--- config.mk ---
export PLATFORM = sky130hd
export DESIGN_NAME = nexys_starship_spawn_gen
export DESIGN_NICKNAME = d
export VERILOG_FILES = /design/src/rtl/nexys_starship_spawn_gen.sv
export SDC_FILE = /design/constraint.sdc
export NUM_CORES = 1
export LEC_CHECK = 0
export ABC_AREA = 1
export CAP_MARGIN = 30
export CORE_MARGIN = 3
export CORE_UTILIZATION = 40
export DETAILED_ROUTE_END_ITERATION = 8
export SKIP_CTS_REPAIR_TIMING = 1
export SLEW_MARGIN = 20
export SYNTH_ARGS = -nofsm -noshare
export SYNTH_HDL_FRONTEND = slang
export SYNTH_SLANG_ARGS = --single-unit
--- constraint.sdc ---
create_clock -name Clk -period 4.4 [get_ports Clk]
set_clock_uncertainty 0.2 [all_clocks]
set_input_delay 0.66 -clock Clk [delete_from_list [all_inputs] [get_ports Clk]]
set_output_delay 0.66 -clock Clk [all_outputs]
set_load 0.005 [all_outputs]
--- src/rtl/nexys_starship_spawn_gen.sv ---
// nexys_starship_spawn_gen: a shared Galois LFSR drives NUM_CH spawn channels.
// Each channel takes its own rotated window of the LFSR and compares it with its
// threshold. On a hit the channel raises Spawn and holds it until Ack arrives,
// then stays locked out for Cooldown enabled cycles. Spawn_count is a saturating
// count of the acknowledged spawns.
module nexys_starship_spawn_gen #(
  parameter int                NUM_CH    = 8,
  parameter int                LFSR_W    = 16,
  parameter logic [LFSR_W-1:0] TAPS      = 16'hB400,
  parameter logic [LFSR_W-1:0] SEED_INIT = 16'hACE1,
  parameter int                THR_W     = 8,
  parameter int                CD_W      = 8,
  parameter int                CNT_W     = 8
) (
  input  logic                    Clk,
  input  logic                    Reset,
  input  logic                    En,
  input  logic                    Seed_load,
  input  logic [LFSR_W-1:0]       Seed,
  input  logic [NUM_CH*THR_W-1:0] Threshold,
  input  logic [CD_W-1:0]         Cooldown,
  input  logic [NUM_CH-1:0]       Ack,
  output logic [NUM_CH-1:0]       Spawn,
  output logic [CNT_W-1:0]        Spawn_count
);

  typedef enum logic [1:0] {IDLE, ARMED, COOL} ch_state_t;

  localparam int IDX_W = $clog2(LFSR_W);
  localparam int NW    = $clog2(NUM_CH + 1);
  localparam int SUM_W = CNT_W + NW;

  logic [LFSR_W-1:0] lfsr_q, lfsr_d;
  ch_state_t         state_q [NUM_CH];
  ch_state_t         state_d [NUM_CH];
  logic [CD_W-1:0]   cd_q    [NUM_CH];
  logic [CD_W-1:0]   cd_d    [NUM_CH];
  logic [NUM_CH-1:0] hit;
  logic [NUM_CH-1:0] spawn_d;
  logic [NUM_CH-1:0] accepted;
  logic [NW-1:0]     n_acc;
  logic [SUM_W-1:0]  sum;
  logic [CNT_W-1:0]  count_d;

  // Low THR_W bits of v rotated left by rot.
  function automatic logic [THR_W-1:0] window(input logic [LFSR_W-1:0] v, input int rot);
    logic [THR_W-1:0] s;
    for (int j = 0; j < THR_W; j++)
      s[j] = v[IDX_W'((j - rot + LFSR_W) % LFSR_W)];
    return s;
  endfunction

  // State register: LFSR, channel states, cooldown counters, Spawn and count.
  // NOTE: sequential state uses non-blocking assignments so every register
  // samples the pre-edge values of the others regardless of statement order.
  always_ff @(posedge Clk or posedge Reset) begin
    if (Reset) begin
      lfsr_q      <= SEED_INIT;
      Spawn       <= '0;
      Spawn_count <= '0;
      for (int i = 0; i < NUM_CH; i++) begin
        state_q[i] <= IDLE;
        cd_q[i]    <= '0;
      end
    end else begin
      lfsr_q      <= lfsr_d;
      Spawn       <= spawn_d;
      Spawn_count <= count_d;
      for (int i = 0; i < NUM_CH; i++) begin
        state_q[i] <= state_d[i];
        cd_q[i]    <= cd_d[i];
      end
    end
  end

  // LFSR next value: reseed has priority, a zero seed is forced to 1 to avoid lockup.
  // NOTE: every combinational output gets a default first so no latch is inferred.
  always_comb begin
    lfsr_d = lfsr_q;
    if (Seed_load)
      lfsr_d = (Seed == '0) ? LFSR_W'(1) : Seed;
    else if (En)
      lfsr_d = (lfsr_q >> 1) ^ (lfsr_q[0] ? TAPS : '0);
  end

  // Per-channel hit detection on the current (pre-step) LFSR value.
  always_comb begin
    hit = '0;
    for (int i = 0; i < NUM_CH; i++)
      hit[i] = En && (window(lfsr_q, (3 * i) % LFSR_W) < Threshold[i*THR_W +: THR_W]);
  end

  // Channel next-state logic: IDLE -> ARMED on hit, ARMED -> COOL/IDLE on Ack,
  // COOL counts enabled cycles back to IDLE.
  always_comb begin
    for (int i = 0; i < NUM_CH; i++) begin
      state_d[i] = state_q[i];
      cd_d[i]    = cd_q[i];
      if (Seed_load) begin
        state_d[i] = IDLE;
        cd_d[i]    = '0;
      end else begin
        unique case (state_q[i])
          IDLE:  if (hit[i]) state_d[i] = ARMED;
          ARMED: if (Ack[i]) begin
            state_d[i] = (Cooldown == '0) ? IDLE : COOL;
            cd_d[i]    = Cooldown;
          end
          COOL:  if (En) begin
            if (cd_q[i] == CD_W'(1)) begin
              state_d[i] = IDLE;
              cd_d[i]    = '0;
            end else begin
              cd_d[i] = cd_q[i] - CD_W'(1);
            end
          end
          default: begin
            state_d[i] = IDLE;
            cd_d[i]    = '0;
          end
        endcase
      end
    end
  end

  // Outputs: Spawn follows the ARMED state; count adds accepted Acks and saturates.
  always_comb begin
    spawn_d  = '0;
    accepted = '0;
    n_acc    = '0;
    for (int i = 0; i < NUM_CH; i++) begin
      spawn_d[i]  = (state_d[i] == ARMED);
      accepted[i] = !Seed_load && (state_q[i] == ARMED) && Ack[i];
      n_acc       = n_acc + NW'(accepted[i]);
    end
    sum     = {{NW{1'b0}}, Spawn_count} + SUM_W'(n_acc);
    count_d = (sum > SUM_W'({CNT_W{1'b1}})) ? {CNT_W{1'b1}} : sum[CNT_W-1:0];
  end

endmodule

Yosys cells after proc, flatten, opt, wreduce, memory -nomap -nowiden
Index checks and enable logic that the tools add are counted.
{ "op_classes": {"n_addsub": 16, "magnitude_cmp": 2, "n_eq_ne": 56, "n_mux": 87, "bitwise_logic": 1, "n_reduce_logical": 37} }
{ "op_table": {"columns": ["op", "n"], "rows": [
  ["$mux W8", 33],
  ["$pmux W8 S3", 8],
  ["$mux W2", 34],
  ["$eq A8 B1 Y1 const B", 8],
  ["$mux W16", 4],
  ["$sub A8 B1 Y8 const B", 8],
  ["$ne A3 B3 Y1 const B", 16],
  ["$pmux W2 S3", 8],
  ["$eq A2 B1 Y1 const B", 16],
  ["$reduce_and A3 Y1", 8],
  ["$logic_and A1 B1 Y1", 17],
  ["$add A4 B1 Y4", 4],
  ["$eq A2 B2 Y1 const B", 8],
  ["$logic_not A16 Y1", 1],
  ["$logic_not A2 Y1", 8],
  ["$ne A2 B2 Y1 const B", 8],
  ["$xor A15 B16 Y16", 1],
  ["$add A8 B4 Y9", 1],
  ["$gt A9 B8 Y1 const B", 1],
  ["$logic_not A8 Y1", 1],
  ["$lt A8 B8 Y1", 1],
  ["$add A3 B1 Y4", 1],
  ["$add A2 B1 Y3", 1],
  ["$add A1 B1 Y2", 1],
  ["other kinds (2)", 2]
]} }
{ "word_totals": {"ff_bits": 112, "input_bits": 100, "output_inout_bits": 16} }

Longest topological paths before layout
{ "depth": {"depth_word": 13, "ltp_mapped": 21} }

Worst setup path after synthesis
Ideal clock, no wire load.
{ "synth_path": {"kind": "input port to flip-flop", "from": "in Seed_load", "to": "reg Spawn_count[7]", "setup_time_ns": 0.120, "t_arrival_ns": 4.099, "path_slack_ns": -0.019, "cell_stages": 20, "path_buffers": 3, "cell_sequence": "buf_2 -> buf_2 -> buf_2 -> nor2_1 -> fa_1 -> inv_1 -> fa_1 -> inv_1 -> fa_1 -> fa_1 -> inv_1 -> fa_1 -> inv_1 -> nand3_1 -> nand2_1 -> nand2_1 -> nor2_1 -> nand3b_1 -> o21ai_0 -> inv_1"} }
{ "synth_via": {"elab_chain_len": 13, "word_cells_on_any_way": 27} }
{ "synth_lines": {"columns": ["element", "line_no", "source"], "rows": [
  ["start: declaration", "18", "input logic Seed_load,"],
  ["$logic_not A1 Y1 *", "133", "accepted[i] = !Seed_load && (state_q[i] == ARMED) && Ack[i];"],
  ["$logic_and A1 B1 Y1 (2 in series)", "133", null],
  ["$add A1 B1 Y2", "134", "n_acc = n_acc + NW'(accepted[i]);"],
  ["$add A2 B1 Y3", "134", null],
  ["$add A3 B1 Y4", "134", null],
  ["$add A4 B1 Y4 (3 in series)", "134", null],
  ["$add A4 B1 Y4 *", "134", null],
  ["$add A8 B4 Y9 *", "136", "sum = {{NW{1'b0}}, Spawn_count} + SUM_W'(n_acc);"],
  ["$gt A9 B8 Y1", "137", "count_d = (sum > SUM_W'({CNT_W{1'b1}})) ? {CNT_W{1'b1}} : sum[CNT_W-1:0];"],
  ["$mux W8 *", "137", null],
  ["net count_d[7]", "43", "logic [CNT_W-1:0] count_d;"],
  ["end signal: assignment", "68", "Spawn_count <= count_d;"],
  ["end: declaration", "24", "output logic [CNT_W-1:0] Spawn_count"]
]} }
The timed path passes the listed nets; every way through them passes the cells marked *.
A chain may end at the register's enable or synchronous reset.

Final worst setup path
{ "layout_path": {"from": "in Ack[2]", "to": "reg Spawn_count[7]"} }
{ "layout_via": {"elab_chain_len": 10} }
{ "layout_lines": {"columns": ["element", "line_no", "source"], "rows": [
  ["start: declaration", "22", "input logic [NUM_CH-1:0] Ack,"],
  ["$logic_and A1 B1 Y1 *", "133", null],
  ["$add A2 B1 Y3 *", "134", null],
  ["$add A3 B1 Y4 *", "134", null],
  ["$add A4 B1 Y4 * (4 in series)", "134", null],
  ["$add A8 B4 Y9 *", "136", null],
  ["$gt A9 B8 Y1", "137", null],
  ["$mux W8 *", "137", null],
  ["net count_d[7]", "43", null]
]} }
Marked as above.

==> flow_summary.yaml <==
floorplan:
  initial_utilization_pct: 40.9
  die_h_um: 145
  core_area_um2: 18800
  ios: 116
  die_area_um2: 21000
  fp-row-count: 50
  die_x_um: 145
detailed_routing:
  drc_errors: 0
  drt_first_pass_iters: 6
  vias_per_cell: 4.99
  post_drt_wl_per_cell_um: 14.4
  drtIter0Drc: 430
  via_count: 6776
  drtAntennaViolNets: 0
  totalWireLength_mm: 19.5
setup_path:
  critPathArrivalTime_ns: 4.22
  path_delay_family: "adder cells"
  worstPathCellList: "clkdlybuf4s50_1 -> nand2_2 -> nor2_1 -> fa_1 -> inv_1 -> fa_1 -> inv_1 -> fa_1 -> fa_1 -> inv_1 -> fa_1 -> inv_1 -> nand3_1 -> nand2_1 -> nand2_1 -> nor2_2 -> nand3b_1 -> o21ai_0 -> inv_1"
  setup.worst_path.class: "in -> reg"
  cp-end-kind: "flop"
  critPathRequiredTime_ns: 4.45
  cp_num_buf_inv: 6
  startpoint_type: "input port"
  worstPathMaxFanout: 3
  cp_slowest_cell: "fa_1"
  slowest_delay_ns: 0.54
placed_design:
  place_area_um2: 8620
  hpwl_mm: 13.9
  portBuffers: 59
  gp_congestion: 0.870
cts:
  clkLatencyLatePin_ns: 0.36
  clock_sinks: 112
  cts_tree: "done"
  clkSlewWorstSetupHoldPaths_ns: 0.07
  numCtsBuffers: 9
  root_buffer: "clkbuf_16"
  cts-htree-levels: 3
  clk_path_buf_depth: 2
pwr:
  swShare_pct: 27.0
  p_int_mw: 1.67
  powerDensity_nw_per_um2: 256
  vdd_ir_drop_max_mv: 0.183
  net-switching-power_uw: 620
  pwr-share-clk_pct: 37.2
  sequentialPowerShare_pct: 47.9
  pwr-share-comb_pct: 14.9
  leakagePower_nw: 4.56
sta:
  slew_viol_final: 0
  tightest_slew_ns: 0.657
  finalHoldViolCount: 0
  setup_viol: 0
  whs_ns: 0.273
  fmax_mhz: 240
  post-route-period-util_pct: 94.9
  post-route-min-period_ns: 4.17
  relSlewSlack_pct: 56.0
synthesis:
  synthMuxAreaShare_pct: 0
  synth_cell_type_count: 42
  yosysWarnings: 0
  synth_seq_cells: 112
  synth-xor-area-share_pct: 4.54
  syn-cell-area_um2: 7710
  synth_most_common_cell: "nand2_1"
  synthAdderAreaFrac_pct: 11.2
  syn-num-nets: 1192
  synth_cells: 1026
  synthSimpleGateAreaFrac_pct: 26.2
  synth_top_family_by_area: "simple AND/OR/NAND/NOR gates"
  synth_common_cells: "nand2_1, inv_1, dfrtp_1"
  synth_compound_area_share_pct: 11.6
  yosysTopAreaCell: "dfrtp_1"
  ys_seq_area_share_pct: 36.5
  async_flop_share_pct: 100
  synth_area_leaders: "dfrtp_1, nand2_1, ha_1, inv_1, nand3_1"
  synth_edf_count: 0
  synth_ff_type: "dfrtp_1"
  netlist.area_leader.share_pct: 33.8
  synth_area_per_cell_um2: 7.51
run:
  max_cap_violations: 0
cells_and_area:
  syn_to_final_growth_pct: 16.0
  design_area_um2: 8940
  antennaDiodeCount: 0
  drive_above_1_share_pct: 8.47
  nets: 1259
  fillers: 1862
global_route:
  antenna_found_initial: 0
  grt_max_degree: 65
  grt_first_pass_wirelength_mm: 31.7
  grt_use_total_pct: 19.0
  grt_pass1_vias: 6367
  globalRoute.totalOverflow: 0
status:
  status: "complete, no violations"
hold_path:
  hold_class: "reg -> reg"
-- state kept, by name, summed over array words and instances, names as in the netlist --
register	cells
Spawn	8
Spawn_count	8
cd_q	64
lfsr_q	16
state_q	16
-- cells by family after synthesis --
| family | count (synthesis) |
|---|---|
| flops | 112 |
| fa+ha+maj | 66 |
| xor+xnor | 40 |
| compound gates | 145 |
| buf+inv | 191 |
| simple gates | 472 |
-- metrics by stage --
stage / worst slack [ns] / total power [mW] / util [%] / TNS [ns] / std cells
finish: 0.226 / 2.29 / 47.5 / 0 / 1358
global route: -0.0153 / 2.40 / 47.5 / -0.0259 / 1358
CTS: 0.0479 / 2.32 / 47.4 / 0 / 1358
detailed placement: -0.324 / 1.46 / 45.8 / -2.35 / 1342
global placement: -0.283 / 1.46 / 45.8 / -2.00 / 1342
floorplan: 0.0249 / 1.31 / - / 0 / 1026
-- cell usage in the layout (no fill, tap or decap), types with 10 or more instances in the layout --
master	Yosys	layout
xnor2_1	11	11
inv_2	15	15
nand3_1	69	69
inv_1	158	157
ha_1	61	61
o21ai_0	37	37
nor3_1	14	14
xor2_1	29	29
dfrtp_1	104	104
nand2_1	264	261
nand4_1	19	19
clkdlybuf4s50_1	0	57
buf_4	4	10
o22ai_1	45	45
a21oi_1	29	29
nor2_1	80	78
-- layout make-up --
| class | instances | area [µm²] | area share (%) |
|---|---|---|---|
| multi-input cells | 723 | 4140 | 46.3 |
| repair buffers | 70 | 691 | 7.73 |
| clock buffers | 11 | 243 | 2.72 |
| well taps | 260 | 325 | 3.64 |
| inverters | 177 | 672 | 7.52 |
| clock inverters | 5 | 56.3 | 0.630 |
| flip-flops and latches | 112 | 2810 | 31.5 |
-- power groups by stage --
stage	Sequential [mW]	Clock, mW	Combinational [mW]
CTS	1.10	0.875	0.346
global placement	1.12	0	0.342
floorplan	1.11	0	0.199
global route	1.10	0.908	0.386
detailed placement	1.12	0	0.345
finish	1.10	0.853	0.341
-- tightest hold or removal path, stage by stage (launching register included) --
cell	delay, ns
dfrtp_1	0.36
inv_1	0.06
a21oi_1	0.05
-- path summary, 6_finish.rpt --
| kind | start | endpoint | slack (ns) | cells after the start |
|---|---|---|---|---|
| setup / recovery | Ack[2] | Spawn_count[7] | 0.23 | 19 |
| hold / removal | lfsr_q[12] | lfsr_q[11] | 0.27 | 2 |
| setup reg to reg | state_q[11] | Spawn_count[7] | 0.27 | 20 |
| hold reg to reg | lfsr_q[12] | lfsr_q[11] | 0.27 | 2 |
| max in group asynchronous | Reset | lfsr_q[13] | 2.64 | 3 |
| min in group asynchronous | Reset | cd_q[47] | 0.55 | 2 |
-- routing by layer --
metal	vias up	share of wire [%]	GRT usage (%)
li1	3414	-	-
met1	3179	49	27.4
met2	147	44	29.5
met3	36	4.7	2.20
met4	0	2.6	6.87
met5	-	0	0
Power figures use the tool's default switching activity.
